## config.mk

```make
export PLATFORM = sky130hd
export DESIGN_NAME = phase_timer
export DESIGN_NICKNAME = d
export VERILOG_FILES = /design/src/rtl/tlc_pkg.sv /design/src/rtl/tick_prescaler.sv /design/src/rtl/phase_timer.sv
export SDC_FILE = /design/constraint.sdc
export NUM_CORES = 1
export LEC_CHECK = 0
export CAP_MARGIN = 10
export CORE_AREA = 2 2 63 65
export CTS_BUF_LIST = sky130_fd_sc_hd__clkbuf_8
export DETAILED_ROUTE_END_ITERATION = 12
export DIE_AREA = 0 0 65 67
export GPL_ROUTABILITY_DRIVEN = 0
export MAX_ROUTING_LAYER = met4
export PLACE_DENSITY = 0.65
export SLEW_MARGIN = 30
export SYNTH_ARGS = -nofsm -noshare
export SYNTH_HDL_FRONTEND = slang
export SYNTH_SLANG_ARGS = --single-unit
export TNS_END_PERCENT = 20
```

## constraint.sdc

```tcl
create_clock -name clk -period 3.8 [get_ports clk]
set_input_delay 0.57 -clock clk [delete_from_list [all_inputs] [get_ports clk]]
set_output_delay 0.57 -clock clk [all_outputs]
set_load 0.01 [all_outputs]
```

## src/rtl/tlc_pkg.sv

```systemverilog
// Shared definitions for the traffic-light controller and its phase timer.
package tlc_pkg;

    typedef enum logic [1:0] {
        IDLE   = 2'b00,
        RED    = 2'b01,
        GREEN  = 2'b10,
        YELLOW = 2'b11
    } tlc_state_t;

    localparam int DEFAULT_TICK_DIV    = 125000000;
    localparam int DEFAULT_RED_TIME    = 9;
    localparam int DEFAULT_GREEN_TIME  = 7;
    localparam int DEFAULT_YELLOW_TIME = 3;

    // Duration in seconds for a given phase; IDLE has no duration.
    function automatic logic [3:0] phase_duration(
        input tlc_state_t st,
        input logic [3:0] red_t,
        input logic [3:0] green_t,
        input logic [3:0] yellow_t
    );
        logic [3:0] dur;
        dur = 4'd0;
        case (st)
            RED:     dur = red_t;
            GREEN:   dur = green_t;
            YELLOW:  dur = yellow_t;
            default: dur = 4'd0;
        endcase
        return dur;
    endfunction

endpackage

```

## src/rtl/tick_prescaler.sv

```systemverilog
// Free-running divider producing a one-cycle tick every TICK_DIV clocks,
// restartable from zero with a synchronous clear.
module tick_prescaler #(
    parameter int TICK_DIV = 125000000
) (
    input  logic clk,
    input  logic reset,
    input  logic clear,
    output logic tick
);

    localparam int CW = (TICK_DIV > 1) ? $clog2(TICK_DIV) : 1;
    localparam logic [CW-1:0] LAST = CW'(TICK_DIV - 1);

    logic [CW-1:0] count;

    // Count 0..TICK_DIV-1 and wrap; clear restarts the period from zero.
    always_ff @(posedge clk or posedge reset) begin
        if (reset) begin
            count <= '0;
        end else if (clear) begin
            count <= '0;
        end else if (count == LAST) begin
            count <= '0;
        end else begin
            count <= count + CW'(1);
        end
    end

    assign tick = (count == LAST);

endmodule

```

## src/rtl/phase_timer.sv

```systemverilog
// Per-phase countdown timer: reloads on every controller phase change,
// counts down once per second and pulses timer_done on expiry.
module phase_timer
    import tlc_pkg::*;
#(
    parameter int TICK_DIV    = DEFAULT_TICK_DIV,
    parameter int RED_TIME    = DEFAULT_RED_TIME,
    parameter int GREEN_TIME  = DEFAULT_GREEN_TIME,
    parameter int YELLOW_TIME = DEFAULT_YELLOW_TIME
) (
    input  logic       clk,
    input  logic       reset,
    input  logic [1:0] state,
    output logic [3:0] timer_value,
    output logic       timer_done,
    output logic       sec_tick
);

    // Durations must fit the 4-bit display and be non-zero; divider must be >= 2.
    generate
        if (RED_TIME < 1 || RED_TIME > 15 ||
            GREEN_TIME < 1 || GREEN_TIME > 15 ||
            YELLOW_TIME < 1 || YELLOW_TIME > 15) begin : g_bad_duration
            $error("phase_timer: phase durations must be in 1..15");
        end
        if (TICK_DIV < 2) begin : g_bad_div
            $error("phase_timer: TICK_DIV must be at least 2");
        end
    endgenerate

    localparam logic [3:0] RED_DUR    = 4'(RED_TIME);
    localparam logic [3:0] GREEN_DUR  = 4'(GREEN_TIME);
    localparam logic [3:0] YELLOW_DUR = 4'(YELLOW_TIME);

    tlc_state_t state_cur;
    tlc_state_t state_q;
    logic       is_idle;
    logic       change;
    logic       clear;
    logic       tick;
    logic [3:0] load_value;

    assign state_cur  = tlc_state_t'(state);
    assign is_idle    = (state_cur == IDLE);
    assign change     = (state_cur != state_q);
    assign clear      = is_idle | change;
    assign load_value = phase_duration(state_cur, RED_DUR, GREEN_DUR, YELLOW_DUR);

    tick_prescaler #(
        .TICK_DIV (TICK_DIV)
    ) u_prescaler (
        .clk   (clk),
        .reset (reset),
        .clear (clear),
        .tick  (tick)
    );

    // Track the last seen phase so a change triggers a reload; re-time the tick.
    always_ff @(posedge clk or posedge reset) begin
        if (reset) begin
            state_q  <= IDLE;
            sec_tick <= 1'b0;
        end else begin
            state_q  <= state_cur;
            sec_tick <= tick;
        end
    end

    // Countdown: IDLE clears, reload beats tick, then decrement with a done pulse at 1->0.
    always_ff @(posedge clk or posedge reset) begin
        if (reset) begin
            timer_value <= 4'd0;
            timer_done  <= 1'b0;
        end else if (is_idle) begin
            timer_value <= 4'd0;
            timer_done  <= 1'b0;
        end else if (change) begin
            timer_value <= load_value;
            timer_done  <= 1'b0;
        end else if (tick && timer_value > 4'd1) begin
            timer_value <= timer_value - 4'd1;
            timer_done  <= 1'b0;
        end else if (tick && timer_value == 4'd1) begin
            timer_value <= 4'd0;
            timer_done  <= 1'b1;
        end else begin
            timer_done  <= 1'b0;
        end
    end

endmodule

```

==> impl_metrics.tcl <==
set metrics [dict create \
    route.detailed.drc 0 \
    r2r_cells 5 \
    power_density_mw_per_mm2 385 \
    cellLeakagePower_nw 0.838 \
    min_to "u_prescaler.count[0]" \
    hold_start "u_prescaler.count[0]" \
    grt_max_degree 36 \
    grt_pass1_vias 1397 \
    hp-class "register to register" \
    pwr-share-comb 0.075 \
    ys_seq_area_frac 0.488 \
    worst_setup_path_start_kind "register" \
    vias_per_cell 5.62 \
    rr_startpoint "u_prescaler.count[9]" \
    cpPeakStageDelay_ns 0.61 \
    synth_edf_count 0 \
    worstPathRequired_ns 3.93 \
    crit_slowest_cell "nand2_1" \
    clock_power_share 0.432 \
    r2r_setup_slack_ns 1.41 \
    clock_path_buffers 2 \
    worstSetupPathType "register to register" \
    place_area_sq_mm 0.00194 \
    r2r_end "u_prescaler.count[2]" \
    fin_crit_sh 0.630 \
    endpoint_kind "register" \
    cts-root-buf "clkbuf_8" \
    path_clk_slew_ns 0.06 \
    ctsResizeCount 0 \
    final_area_sq_mm 0.00206 \
    drt_wl_total_mm 3.66 \
    synth.distinct_cells 30 \
    cp_max_fo 25 \
    status "complete, no violations" \
    avgSynthCellArea_sq_um 9.65 \
    synth_area_leaders "dfrtp_1 (49%), nor2_1 (7.5%), xor2_1 (7.3%)" \
    async_flop_share 1.00 \
    wl_per_cell_microns 14.6 \
    internal_power_mw 0.617 \
    synthFlopType "dfrtp_1" \
    dr_total_vias 1406 \
    drive_gt1_frac 0.0594 \
    swShare 0.222 \
    max_freq_mhz 418 \
    ir_worst_vdd_uv 248 \
    synth_area_sq_mm 0.00180 \
    nets 208 \
    min_delay_path_depth 1 \
    final_common_cell "nor2_1" \
    post_cts_buffers 0 \
    crit_chain "or4b_1 > nor4_2 > nand2_1 > nand2_1 > nor2_1" \
    yosys_warnings 0 \
    clk_latency_ns 0.28 \
    htreeDepth 2 \
    cts-buffers-inserted 5 \
    core_area_sq_mm 0.00361 \
    power.switching_mw 0.176 \
    final.setup.tns_ns 0 \
    syn_to_final_growth_pct 14.8 \
    cp_data_arrival_time_ns 2.52 \
    start_util 0.498 \
    drtAntennaViolNets 0 \
    synth_cells 186 \
    die_w_microns 65 \
    worst_slew_pin_slew_ns 0.824 \
    drt_iter0_markers 106 \
    clock-sinks 35 \
    grt_pass1_wl_mm 6.44 \
    rsz0062_at_grt "false" \
    maxCapViolCount 0 \
    min_period_ns 2.39 \
    antenna_found_initial 0 \
    final_cell_mix "nor2_1 (36), dfrtp_1 (35), nand3_1 (15), xor2_1 (15), nand2_1 (14)" \
    dp_hpwl_mm 2.59 \
    rows 22 \
    synth_nets 193 \
    fin_skew_ns 0.00576 \
    maxSlewViolCount 0 \
    dpl.cell_count 242 \
    fin_cells 250 \
    cts_tree "yes" \
    setup_viol 0 \
    finalHoldViolations 0 \
    postCtsHoldBufs 0 \
    io_buffer_count 9 \
    antenna-diode-count 0 \
    synth_top_area_frac 0.488 \
    drtPass1Iterations 4 \
    ioPinCount 10 \
    ys_ff_latch 35 \
    die_y_microns 67 \
    dieArea_sq_mm 0.00436 \
    synth.largest_area_cell "dfrtp_1" \
    max_slew_margin 0.446 \
    power_frac_seq 0.493 \
    crit_path_frequent_cell "nand2_1" \
    overflow 0 \
    grt_use_total 0.202 \
]
==> synth_stat cells, types with 2 or more instances <==
| cell | n |
|---|---|
| nand3_1 | 15 |
| dfrtp_1 | 35 |
| a21o_1 | 2 |
| xor2_1 | 15 |
| or3_1 | 4 |
| nor4_1 | 5 |
| a31oi_1 | 3 |
| xnor2_1 | 12 |
| nor4b_1 | 2 |
| buf_2 | 2 |
| and3_1 | 4 |
| nor3_1 | 4 |
| o21ai_0 | 2 |
| inv_1 | 7 |
| nand4_1 | 6 |
| nand2_1 | 14 |
| or4b_1 | 3 |
| nor4_2 | 2 |
| nor2_1 | 36 |
| ha_1 | 3 |
==> critical path, delay by kind of cell (launching register included) <==
family	cells	cell delay, ns
flip-flops	1	0.46
AND/OR/NAND/NOR	5	1.77
==> registers in the layout, indices dropped and copies added (netlist names) <==
signal / cells
sec_tick: 1
state_q: 2
timer_done: 1
timer_value: 4
u_prescaler.count: 27
==> metal layers <==
metal	routed length [microns]	up-vias	GRT usage
met5	0	-	-
met4	57	0	0.0745
met3	202	8	0.0574
met2	1710	42	0.311
met1	1690	676	0.257
li1	-	680	-
==> final cells by class <==
cell class | instances | area [sq um]
Tap cell | 48 | 60.1
Inverter | 7 | 26.3
Timing Repair Buffer | 10 | 97.6
Sequential cell | 35 | 876
Clock inverter | 2 | 35.0
Fill cell | 304 | 1550
Multi-Input combinational cell | 142 | 883
Clock buffer | 6 | 82.6
==> worst max-delay path by stage <==
| stage | from | endpoint | slack [ns] |
|---|---|---|---|
| after floorplan | u_prescaler.count[10] | timer_value[2] | 1.85 |
| after global placement | state[0] | u_prescaler.count[2] | 1.31 |
| after detailed placement | state[0] | u_prescaler.count[2] | 1.19 |
| after CTS | u_prescaler.count[9] | u_prescaler.count[2] | 1.39 |
| after global routing | state[0] | u_prescaler.count[2] | 1.22 |
| final | u_prescaler.count[9] | u_prescaler.count[2] | 1.41 |
==> power groups by stage <==
stage / registers [mW] / logic, mW / clock network (mW)
floorplan: 0.397 / 0.0342 / 0
global placement: 0.397 / 0.0586 / 0
detailed placement: 0.397 / 0.0603 / 0
CTS: 0.390 / 0.0605 / 0.348
global route: 0.391 / 0.0678 / 0.371
finish: 0.390 / 0.0595 / 0.343
==> per-stage QoR <==
step           power [mW]  setup WS, ns  utilization  hold WS, ns
5_1_grt             0.830          1.22        0.571        0.541
6_report            0.793          1.41        0.571        0.496
3_3_place_gp        0.456          1.31        0.539        0.471
3_5_place_dp        0.458          1.19        0.539        0.487
4_1_cts             0.799          1.39        0.571        0.499
2_1_floorplan       0.431          1.85            -        0.455
==> logic make-up after synthesis <==
| group | Yosys count | synth area share |
|---|---|---|
| compound gates | 11 | 0.0390 |
| xor+xnor | 27 | 0.132 |
| fa+ha+maj | 3 | 0.0209 |
| buf+inv | 9 | 0.0202 |
| flops | 35 | 0.488 |
| simple gates | 101 | 0.300 |
Note: power is estimated with default switching activity, not from simulation.
